File: src/rtl/missile_object.sv
// Tank missile object: launch, flight, explosion and per-pixel drawing request.
module missile_object #(
    parameter int unsigned SCREEN_W       = 640,
    parameter int unsigned SCREEN_H       = 480,
    parameter int unsigned TANK_SIZE      = 32,
    parameter int unsigned MISSILE_SIZE   = 4,
    parameter int unsigned EXPLODE_SIZE   = 16,
    parameter int unsigned SPEED          = 4,
    parameter int unsigned EXPLODE_FRAMES = 8,
    parameter logic [7:0]  MISSILE_RGB    = 8'hFC,
    parameter logic [7:0]  EXPLODE_RGB    = 8'hE0
) (
    input  logic        clk,
    input  logic        resetN,
    input  logic        startOfFrame,
    input  logic        fire,
    input  logic [10:0] tankX,
    input  logic [10:0] tankY,
    input  logic [1:0]  tankDir,
    input  logic        collision,
    input  logic [10:0] pixelX,
    input  logic [10:0] pixelY,
    output logic        missileDrawingRequest,
    output logic [7:0]  missileRGB,
    output logic        missileActive
);

    localparam int unsigned POS_W = 12;
    // Wider compare width so tank offsets and edge sums never wrap.
    localparam int unsigned CMP_W = 14;
    localparam int unsigned CNT_W = (EXPLODE_FRAMES > 1) ? $clog2(EXPLODE_FRAMES) : 1;

    localparam logic signed [CMP_W-1:0] C_OFF  = CMP_W'((TANK_SIZE - MISSILE_SIZE) / 2);
    localparam logic signed [CMP_W-1:0] E_OFF  = CMP_W'((EXPLODE_SIZE - MISSILE_SIZE) / 2);
    localparam logic signed [CMP_W-1:0] MS     = CMP_W'(MISSILE_SIZE);
    localparam logic signed [CMP_W-1:0] ES     = CMP_W'(EXPLODE_SIZE);
    localparam logic signed [CMP_W-1:0] TS     = CMP_W'(TANK_SIZE);
    localparam logic signed [CMP_W-1:0] SPD    = CMP_W'(SPEED);
    localparam logic signed [CMP_W-1:0] SW     = CMP_W'(SCREEN_W);
    localparam logic signed [CMP_W-1:0] SH     = CMP_W'(SCREEN_H);
    localparam logic [CNT_W-1:0]        CNT_LAST = CNT_W'(EXPLODE_FRAMES - 1);

    typedef enum logic [1:0] {
        ST_IDLE    = 2'd0,
        ST_FLYING  = 2'd1,
        ST_EXPLODE = 2'd2
    } state_t;

    state_t                   state_q, state_d;
    logic                     fire_lat_q, fire_lat_d;
    logic                     coll_lat_q, coll_lat_d;
    logic signed [POS_W-1:0]  mx_q, mx_d;
    logic signed [POS_W-1:0]  my_q, my_d;
    logic [1:0]               dir_q, dir_d;
    logic [CNT_W-1:0]         cnt_q, cnt_d;
    logic                     req_q, req_d;
    logic [7:0]               rgb_q, rgb_d;
    logic                     active_q, active_d;

    logic signed [CMP_W-1:0]  mx_w, my_w;
    logic signed [CMP_W-1:0]  tx_w, ty_w;
    logic signed [CMP_W-1:0]  px_w, py_w;
    logic signed [CMP_W-1:0]  lx, ly;
    logic signed [CMP_W-1:0]  nx, ny;
    logic signed [CMP_W-1:0]  ex, ey;
    logic                     fly_hit, expl_hit;

    // Square fully on screen: 0 <= x, x+size <= width, same for y.
    function automatic logic in_bounds(input logic signed [CMP_W-1:0] x,
                                       input logic signed [CMP_W-1:0] y);
        in_bounds = !x[CMP_W-1] && ((x + MS) <= SW) &&
                    !y[CMP_W-1] && ((y + MS) <= SH);
    endfunction

    // Sign-extended operands and candidate positions for launch, flight and drawing.
    always_comb begin
        mx_w = CMP_W'(mx_q);
        my_w = CMP_W'(my_q);
        tx_w = CMP_W'(tankX);
        ty_w = CMP_W'(tankY);
        px_w = CMP_W'(pixelX);
        py_w = CMP_W'(pixelY);

        lx = tx_w + C_OFF;
        ly = ty_w + C_OFF;
        unique case (tankDir)
            2'd0:    ly = ty_w - MS;
            2'd1:    lx = tx_w + TS;
            2'd2:    ly = ty_w + TS;
            default: lx = tx_w - MS;
        endcase

        nx = mx_w;
        ny = my_w;
        unique case (dir_q)
            2'd0:    ny = my_w - SPD;
            2'd1:    nx = mx_w + SPD;
            2'd2:    ny = my_w + SPD;
            default: nx = mx_w - SPD;
        endcase

        ex = mx_w - E_OFF;
        ey = my_w - E_OFF;
        fly_hit  = (px_w >= mx_w) && (px_w < mx_w + MS) &&
                   (py_w >= my_w) && (py_w < my_w + MS);
        expl_hit = (px_w >= ex) && (px_w < ex + ES) &&
                   (py_w >= ey) && (py_w < ey + ES);
    end

    // Next-state, latches, motion and registered pixel outputs.
    always_comb begin
        state_d    = state_q;
        fire_lat_d = fire_lat_q;
        coll_lat_d = coll_lat_q;
        mx_d       = mx_q;
        my_d       = my_q;
        dir_d      = dir_q;
        cnt_d      = cnt_q;
        req_d      = 1'b0;
        rgb_d      = 8'h00;

        unique case (state_q)
            ST_IDLE: begin
                coll_lat_d = 1'b0;
                if (startOfFrame) begin
                    fire_lat_d = 1'b0;
                    if (fire_lat_q || fire) begin
                        dir_d = tankDir;
                        mx_d  = POS_W'(lx);
                        my_d  = POS_W'(ly);
                        if (in_bounds(lx, ly)) begin
                            state_d = ST_FLYING;
                        end
                    end
                end else begin
                    fire_lat_d = fire_lat_q || fire;
                end
            end
            ST_FLYING: begin
                fire_lat_d = 1'b0;
                if (fire_lat_q == 1'b0 && fly_hit) begin
                    req_d = 1'b1;
                    rgb_d = MISSILE_RGB;
                end
                if (startOfFrame) begin
                    coll_lat_d = 1'b0;
                    if (coll_lat_q || collision) begin
                        state_d = ST_EXPLODE;
                        cnt_d   = '0;
                    end else if (!in_bounds(nx, ny)) begin
                        state_d = ST_EXPLODE;
                        cnt_d   = '0;
                    end else begin
                        mx_d = POS_W'(nx);
                        my_d = POS_W'(ny);
                    end
                end else begin
                    coll_lat_d = coll_lat_q || collision;
                end
            end
            ST_EXPLODE: begin
                fire_lat_d = 1'b0;
                coll_lat_d = 1'b0;
                if (expl_hit) begin
                    req_d = 1'b1;
                    rgb_d = EXPLODE_RGB;
                end
                if (startOfFrame) begin
                    if (cnt_q == CNT_LAST) begin
                        state_d = ST_IDLE;
                        cnt_d   = '0;
                    end else begin
                        cnt_d = cnt_q + CNT_W'(1);
                    end
                end
            end
            default: begin
                state_d    = ST_IDLE;
                fire_lat_d = 1'b0;
                coll_lat_d = 1'b0;
            end
        endcase

        active_d = (state_d != ST_IDLE);
    end

    // State and output registers; reset aborts any flight without exploding.
    always_ff @(posedge clk or negedge resetN) begin
        if (!resetN) begin
            state_q    <= ST_IDLE;
            fire_lat_q <= 1'b0;
            coll_lat_q <= 1'b0;
            mx_q       <= '0;
            my_q       <= '0;
            dir_q      <= '0;
            cnt_q      <= '0;
            req_q      <= 1'b0;
            rgb_q      <= 8'h00;
            active_q   <= 1'b0;
        end else begin
            state_q    <= state_d;
            fire_lat_q <= fire_lat_d;
            coll_lat_q <= coll_lat_d;
            mx_q       <= mx_d;
            my_q       <= my_d;
            dir_q      <= dir_d;
            cnt_q      <= cnt_d;
            req_q      <= req_d;
            rgb_q      <= rgb_d;
            active_q   <= active_d;
        end
    end

    assign missileDrawingRequest = req_q;
    assign missileRGB            = rgb_q;
    assign missileActive         = active_q;

endmodule

File: config.mk
export PLATFORM = sky130hd
export DESIGN_NAME = missile_object
export DESIGN_NICKNAME = d
export VERILOG_FILES = /design/src/rtl/missile_object.sv
export SDC_FILE = /design/constraint.sdc
export NUM_CORES = 1
export LEC_CHECK = 0
export ABC_AREA = 1
export CAP_MARGIN = 20
export CELL_PAD_IN_SITES_DETAIL_PLACEMENT = 0
export CELL_PAD_IN_SITES_GLOBAL_PLACEMENT = 1
export CORE_ASPECT_RATIO = 1.1
export CORE_MARGIN = 1.5
export CORE_UTILIZATION = 42
export CTS_CLUSTER_DIAMETER = 100
export DETAILED_ROUTE_END_ITERATION = 10
export GPL_ROUTABILITY_DRIVEN = 0
export HOLD_SLACK_MARGIN = 0.02
export MAX_ROUTING_LAYER = met4
export PLACE_DENSITY_LB_ADDON = 0.1
export SYNTH_ARGS = -nofsm -noshare
export SYNTH_HDL_FRONTEND = slang
export SYNTH_SLANG_ARGS = --single-unit
File: constraint.sdc
create_clock -name clk -period 3.97 [get_ports clk]
set_clock_uncertainty 0.2 [all_clocks]
set_input_delay 0.397 -clock clk [delete_from_list [all_inputs] [get_ports clk]]
set_output_delay 0.397 -clock clk [all_outputs]
set_load 0.05 [all_outputs]
==> impl_metrics.toml, run 1 <==
[die]
start_util = 0.426
die_area_um2 = 16600
fp.coreArea_um2 = 15600
rows = 48
dieHeight_um = 135
die-width_um = 123
io-pin-count = 61

[pwr]
irDropWorstVdd_mv = 0.242
intPower_mw = 2.12
clkPwrFrac = 0.083
p_leak_nw = 3.82
power.density_nw_per_um2 = 661
p_sw_mw = 2.82
p_sw_frac = 0.571
p_comb_frac = 0.751
p_seq_frac = 0.166

[drt]
drc = 0
wirelength_mm = 18.6
drtPass1Iterations = 5
via_count = 6901
wire_per_inst_um = 13.8
via_per_inst = 5.12
postRouteAntennaNets = 0
first_iter_violations = 390

[global_routing]
grt_first_pass_wirelength_mm = 31.2
globalRouteTotalUtil = 0.239
overflow = 0
grt_pass1_vias = 6366
antenna_found_initial = 0
grt_max_degree = 41

[clock_network]
cts_tree = "done"
clockBufferDepth = 2
clk_pin_slew_worst_paths_ns = 0.07
postCtsSetupBuffers = 0
htreeDepth = 2
cts_resized = 0
cts_root_buf = "clkbuf_16"
cts_hold_buffers = 0
cts_buffers = 5
clock-sinks = 36
clk_latency_ns = 0.29

[logic_synthesis]
synth_area_leaders = "ha_1, nand2_1, dfrtp_1"
avgSynthCellArea_um2 = 6.01
synth_cell_types = 41
synth-edff-count = 0
syn_area_um2 = 6660
yosys_warnings = 0
synth_seq_area_share = 0.135
synth-seq-cells = 36
async_flop_share = 1.00
synthFlopType = "dfrtp_1"
synth_area_leader_cell = "ha_1"
synthCells = 1107
synth_top_area_share = 0.188

[finish]
fin_nets = 1297
diodes = 0
final_cell_mix = "nand2_1, nor2_1, inv_1, nand3_1, ha_1"
syn_to_final_growth_pct = 12.4
layout-drive-gt1-share = 0.0270
fin_area_um2 = 7480
final_common_cell = "nand2_1"

[critical_path]
crit_path_end_kind = "flip-flop"
path_class = "reg2reg"
worstPathArrival_ns = 3.49
required_ns = 3.99
ff2ff_path_depth = 20
r2r_slack_ns = 0.50
reg2reg_to = "missileRGB[6]"
regToRegStartpoint = "mx_q[3]"
path_max_fanout = 8
start_kind = "flip-flop"

[sta]
final.period_utilization = 0.875
timing.final.max_slew_violations = 0
min_period_ns = 3.47
tns_ns = 0
clock.fmax_mhz = 288
finalSetupViolCount = 0
rsz0062_at_grt = "false"
tightest_slew_ns = 0.891
slew_headroom = 0.406
hold_viol = 0

[hold_path]
hp-class = "in2async"

[place]
portBuffers = 58
dpl_cell_area_um2 = 7330
hpwl_mm = 15.6

[outcome]
status = "finished, final reports clean"

[job]
drv_cap = 0
-- area by class of cell --
| type | instances | area, um^2 |
|---|---|---|
| clock inverters | 3 | 23.8 |
| fillers | 1693 | 8130 |
| inverters | 130 | 488 |
| clock buffers | 5 | 125 |
| repair buffers | 63 | 613 |
| flip-flops and latches | 36 | 901 |
| multi-input cells | 910 | 5080 |
| well taps | 200 | 250 |
-- Yosys cell counts (all sizes together) (11+ instances only) --
library cell	instances
xor2	36
buf	21
inv	128
clkbuf	11
o211ai	15
nand3	124
a21oi	38
o21ai	79
nand2	308
nor3	14
ha	100
nand4	20
dfrtp	36
nor2	136
-- sequential cells by signal, summed over array words and instances, names as in the netlist --
register,count
mx_q,12
coll_lat_q,1
state_q,2
my_q,12
missileActive,1
missileRGB,2
cnt_q,3
dir_q,2
fire_lat_q,1
-- critical path, cell delays in order (launching register included) --
cell and delay, ns:
dfrtp_1 0.44, inv_1 0.23, ha_1 0.19, nand2_1 0.07
nand2_1 0.11, xor2_1 0.32, nand2_1 0.11, nor2_1 0.18
nand2_1 0.10, nor2_1 0.12, xor2_1 0.16, ha_1 0.26
a21oi_1 0.13, o21ai_0 0.09, o21ai_0 0.19, nand2_1 0.06
o21ai_1 0.09, nand2_1 0.07, nor2_1 0.09, nand3_1 0.07
a21boi_1 0.11
-- through the flow --
step	power [mW]	hold slack (ns)	utilization	setup WS, ns	cells
2_1_floorplan	3.64	-0.0986	-	0.932	1108
3_3_place_gp	4.53	0.265	0.470	0.628	1339
3_5_place_dp	4.54	0.271	0.470	0.533	1339
4_1_cts	4.97	0.0650	0.479	0.508	1347
5_1_grt	5.62	0.109	0.479	0.101	1347
6_report	4.94	0.0292	0.479	0.496	1347
-- worst max-delay path by stage --
stage / cells after the start / end / startpoint / slack (ns)
2_1_floorplan: 20 / missileRGB[6] / mx_q[3] / 0.93
3_3_place_gp: 20 / missileRGB[6] / mx_q[3] / 0.63
3_5_place_dp: 20 / missileRGB[6] / mx_q[3] / 0.53
4_1_cts: 20 / missileRGB[6] / mx_q[3] / 0.51
5_1_grt: 21 / missileRGB[6] / mx_q[3] / 0.10
6_report: 20 / missileRGB[6] / mx_q[3] / 0.50
-- power by group through the flow --
stage	clock, mW	sequential [mW]	combinational [mW]
floorplan	0	0.665	2.97
global placement	0	0.821	3.71
detailed placement	0	0.824	3.71
CTS	0.419	0.815	3.74
global route	0.432	0.857	4.34
finish	0.411	0.821	3.71
-- routing by layer --
metal,routed length [um],GRT usage
met1,9340,0.329
met2,8560,0.398
met3,568,0.00887
met4,157,0.0358
met5,0,-
-- kinds of logic after synthesis --
family,after synthesis,share of synthesized area
AO/OA/AOI/OAI,152,0.127
XOR/XNOR,44,0.0579
adder cells (fa/ha/maj),100,0.188
buffers and inverters,162,0.102
flip-flops,36,0.135
other,1,0.000563
AND/OR/NAND/NOR,612,0.389
Note: power is estimated with default switching activity, not from simulation.
==> inputs of run 2 (changes only) <==
--- a/config.mk
+++ b/config.mk
@@ -17,7 +17,7 @@
 export GPL_ROUTABILITY_DRIVEN = 0
 export HOLD_SLACK_MARGIN = 0.02
 export MAX_ROUTING_LAYER = met4
-export PLACE_DENSITY_LB_ADDON = 0.1
+export PLACE_DENSITY = 0.95
 export SYNTH_ARGS = -nofsm -noshare
 export SYNTH_HDL_FRONTEND = slang
 export SYNTH_SLANG_ARGS = --single-unit
==> run 2 against run 1 <==
Final cell count fell by 0.15%. Via count rose by 1.7%. Critical path depth did not move. Global-route usage fell by 1.4 points. Sequential power barely moved. Clock power rose by 3%. Largest power group unchanged. Worst setup slack improved by 0.048 ns. Clock-buffer cell count rose by 2.
==> impl_metrics.toml, run 2 (same netlist as run 1, synthesis figures left out) <==
[finish]
diodes = 0
fillers = 1681
syn_to_final_growth_pct = 12.3
final_common_cell = "nand2_1"
reg_top3 = "mx_q x12, my_q x12, cnt_q x3"
final_cell_mix = "nand2_1, nor2_1, inv_1, nand3_1, ha_1"
layout-drive-gt1-share = 0.0253
fin_nets = 1296
fin_area_um2 = 7480

[critical_path]
crit_path_end_kind = "flip-flop"
worstPathArrival_ns = 3.43
required_ns = 3.98
start_kind = "flip-flop"
path_class = "reg2reg"
path_max_fanout = 8

[drt]
first_iter_violations = 537
via_per_inst = 5.22
drtPass1Iterations = 5
wirelength_mm = 18.0
drc = 0
wire_per_inst_um = 13.4
postRouteAntennaNets = 0
via_count = 7018

[global_routing]
grt_first_pass_wirelength_mm = 29.4
grt_max_degree = 41
overflow = 0
antenna_found_initial = 0
grt_pass1_vias = 6315
globalRouteTotalUtil = 0.224

[clock_network]
cts_hold_buffers = 0
cts_root_buf = "clkbuf_16"
htreeDepth = 2
clk_pin_slew_worst_paths_ns = 0.06
clock-sinks = 36
clk_latency_ns = 0.28
postCtsSetupBuffers = 0
cts_resized = 0
cts_tree = "done"
clockBufferDepth = 2
cts_buffers = 5

[hold_path]
hp-class = "in2async"

[pwr]
irDropWorstVdd_mv = 0.247
p_sw_frac = 0.565
p_seq_frac = 0.166
p_leak_nw = 3.82
p_sw_mw = 2.79
p_comb_frac = 0.749
intPower_mw = 2.15
clkPwrFrac = 0.086
power.density_nw_per_um2 = 661

[sta]
slew_headroom = 0.417
tns_ns = 0
min_period_ns = 3.43
hold_viol = 0
tightest_slew_ns = 0.875
finalSetupViolCount = 0
clock.fmax_mhz = 292
final.period_utilization = 0.863
rsz0062_at_grt = "false"
timing.final.max_slew_violations = 0

[die]
io-pin-count = 61
die-width_um = 123
rows = 48
die_area_um2 = 16600
start_util = 0.426
fp.coreArea_um2 = 15600
dieHeight_um = 135

[place]
portBuffers = 58
hpwl_mm = 15.0
dpl_cell_area_um2 = 7320

[outcome]
status = "finished, final reports clean"

[job]
drv_cap = 0
run 2: cell count changes in the layout (fill, tap and decap cells not counted):
cell and change:
buf_4 -1, clkbuf_8 +2, clkinv_4 -1, clkinvlp_4 -2
run 2: layout make-up:
class | count | area, um^2 | share of cell area
multi-input combinational | 910 | 5080 | 0.679
timing repair buffer | 62 | 606 | 0.0810
tap | 200 | 250 | 0.0335
inverter | 130 | 488 | 0.0653
sequential | 36 | 901 | 0.120
clock buffer | 7 | 153 | 0.0204
run 2: path summary, 6_finish.rpt:
kind | start | end | slack [ns] | cells after the start
max | mx_q[3] | missileRGB[6] | 0.54 | 20
min | resetN | my_q[0] | 0.02 | 1
max reg2reg | mx_q[3] | missileRGB[6] | 0.54 | 20
min reg2reg | cnt_q[1] | cnt_q[1] | 0.28 | 2
max in group asynchronous | resetN | mx_q[9] | 2.99 | 1
min in group clk | cnt_q[1] | cnt_q[1] | 0.28 | 2
run 2: power by group through the flow:
stage	Sequential, mW	Combinational, mW	Clock (mW)
final	0.818	3.70	0.424
after detailed placement	0.817	3.67	0
after CTS	0.811	3.69	0.431
after global placement	0.814	3.63	0
after global routing	0.845	4.27	0.442
after floorplan	0.665	2.97	0
run 2: worst max-delay path, stage by stage, from the launching register on:
cell and delay [ns]:
dfrtp_1 0.44, inv_1 0.23, ha_1 0.19, nand2_1 0.06, nand2_1 0.11, xor2_1 0.30, nand2_1 0.11, nor2_1 0.18
nand2_1 0.09, nor2_1 0.12, xor2_1 0.17, ha_1 0.26, a21oi_1 0.13, o21ai_0 0.08, o21ai_0 0.16, nand2_1 0.07
o21ai_1 0.09, nand2_1 0.07, nor2_1 0.10, nand3_1 0.07, a21boi_1 0.13
run 2: per-stage QoR:
stage | worst slack [ns] | util | hold slack, ns | std cells | power [mW]
final | 0.544 | 0.479 | 0.0238 | 1345 | 4.94
after global placement | 0.665 | 0.469 | 0.257 | 1338 | 4.44
after global routing | 0.109 | 0.479 | 0.102 | 1345 | 5.55
after floorplan | 0.932 | - | -0.0986 | 1108 | 3.64
after CTS | 0.558 | 0.479 | 0.0577 | 1345 | 4.94
after detailed placement | 0.586 | 0.469 | 0.269 | 1338 | 4.49
run 2: per-layer routing:
| metal | vias up | global-route usage | routed length, um | share of wire |
|---|---|---|---|---|
| li1 | 3715 | - | - | - |
| met1 | 3144 | 0.302 | 8960 | 0.50 |
| met2 | 141 | 0.366 | 8230 | 0.46 |
| met3 | 18 | 0.0190 | 580 | 0.032 |
| met4 | 0 | 0.0504 | 256 | 0.014 |
| met5 | - | - | 0 | 0 |
==> inputs of run 3 (changes only) <==
==> constraint.sdc (replaced) <==
create_clock -name clk -period 3.97 [get_ports clk]
set_clock_uncertainty 0.2 [all_clocks]
set_input_delay 0.397 -clock clk [delete_from_list [all_inputs] [get_ports clk]]
set_output_delay 0.397 -clock clk [all_outputs]
set_load 0.01 [all_outputs]
==> results of run 3 <==
Same layout as run 2 (identical final DEF). Status: finished, final reports clean.
Main changes from that run: total power 4.94 mW -> 4.91 mW
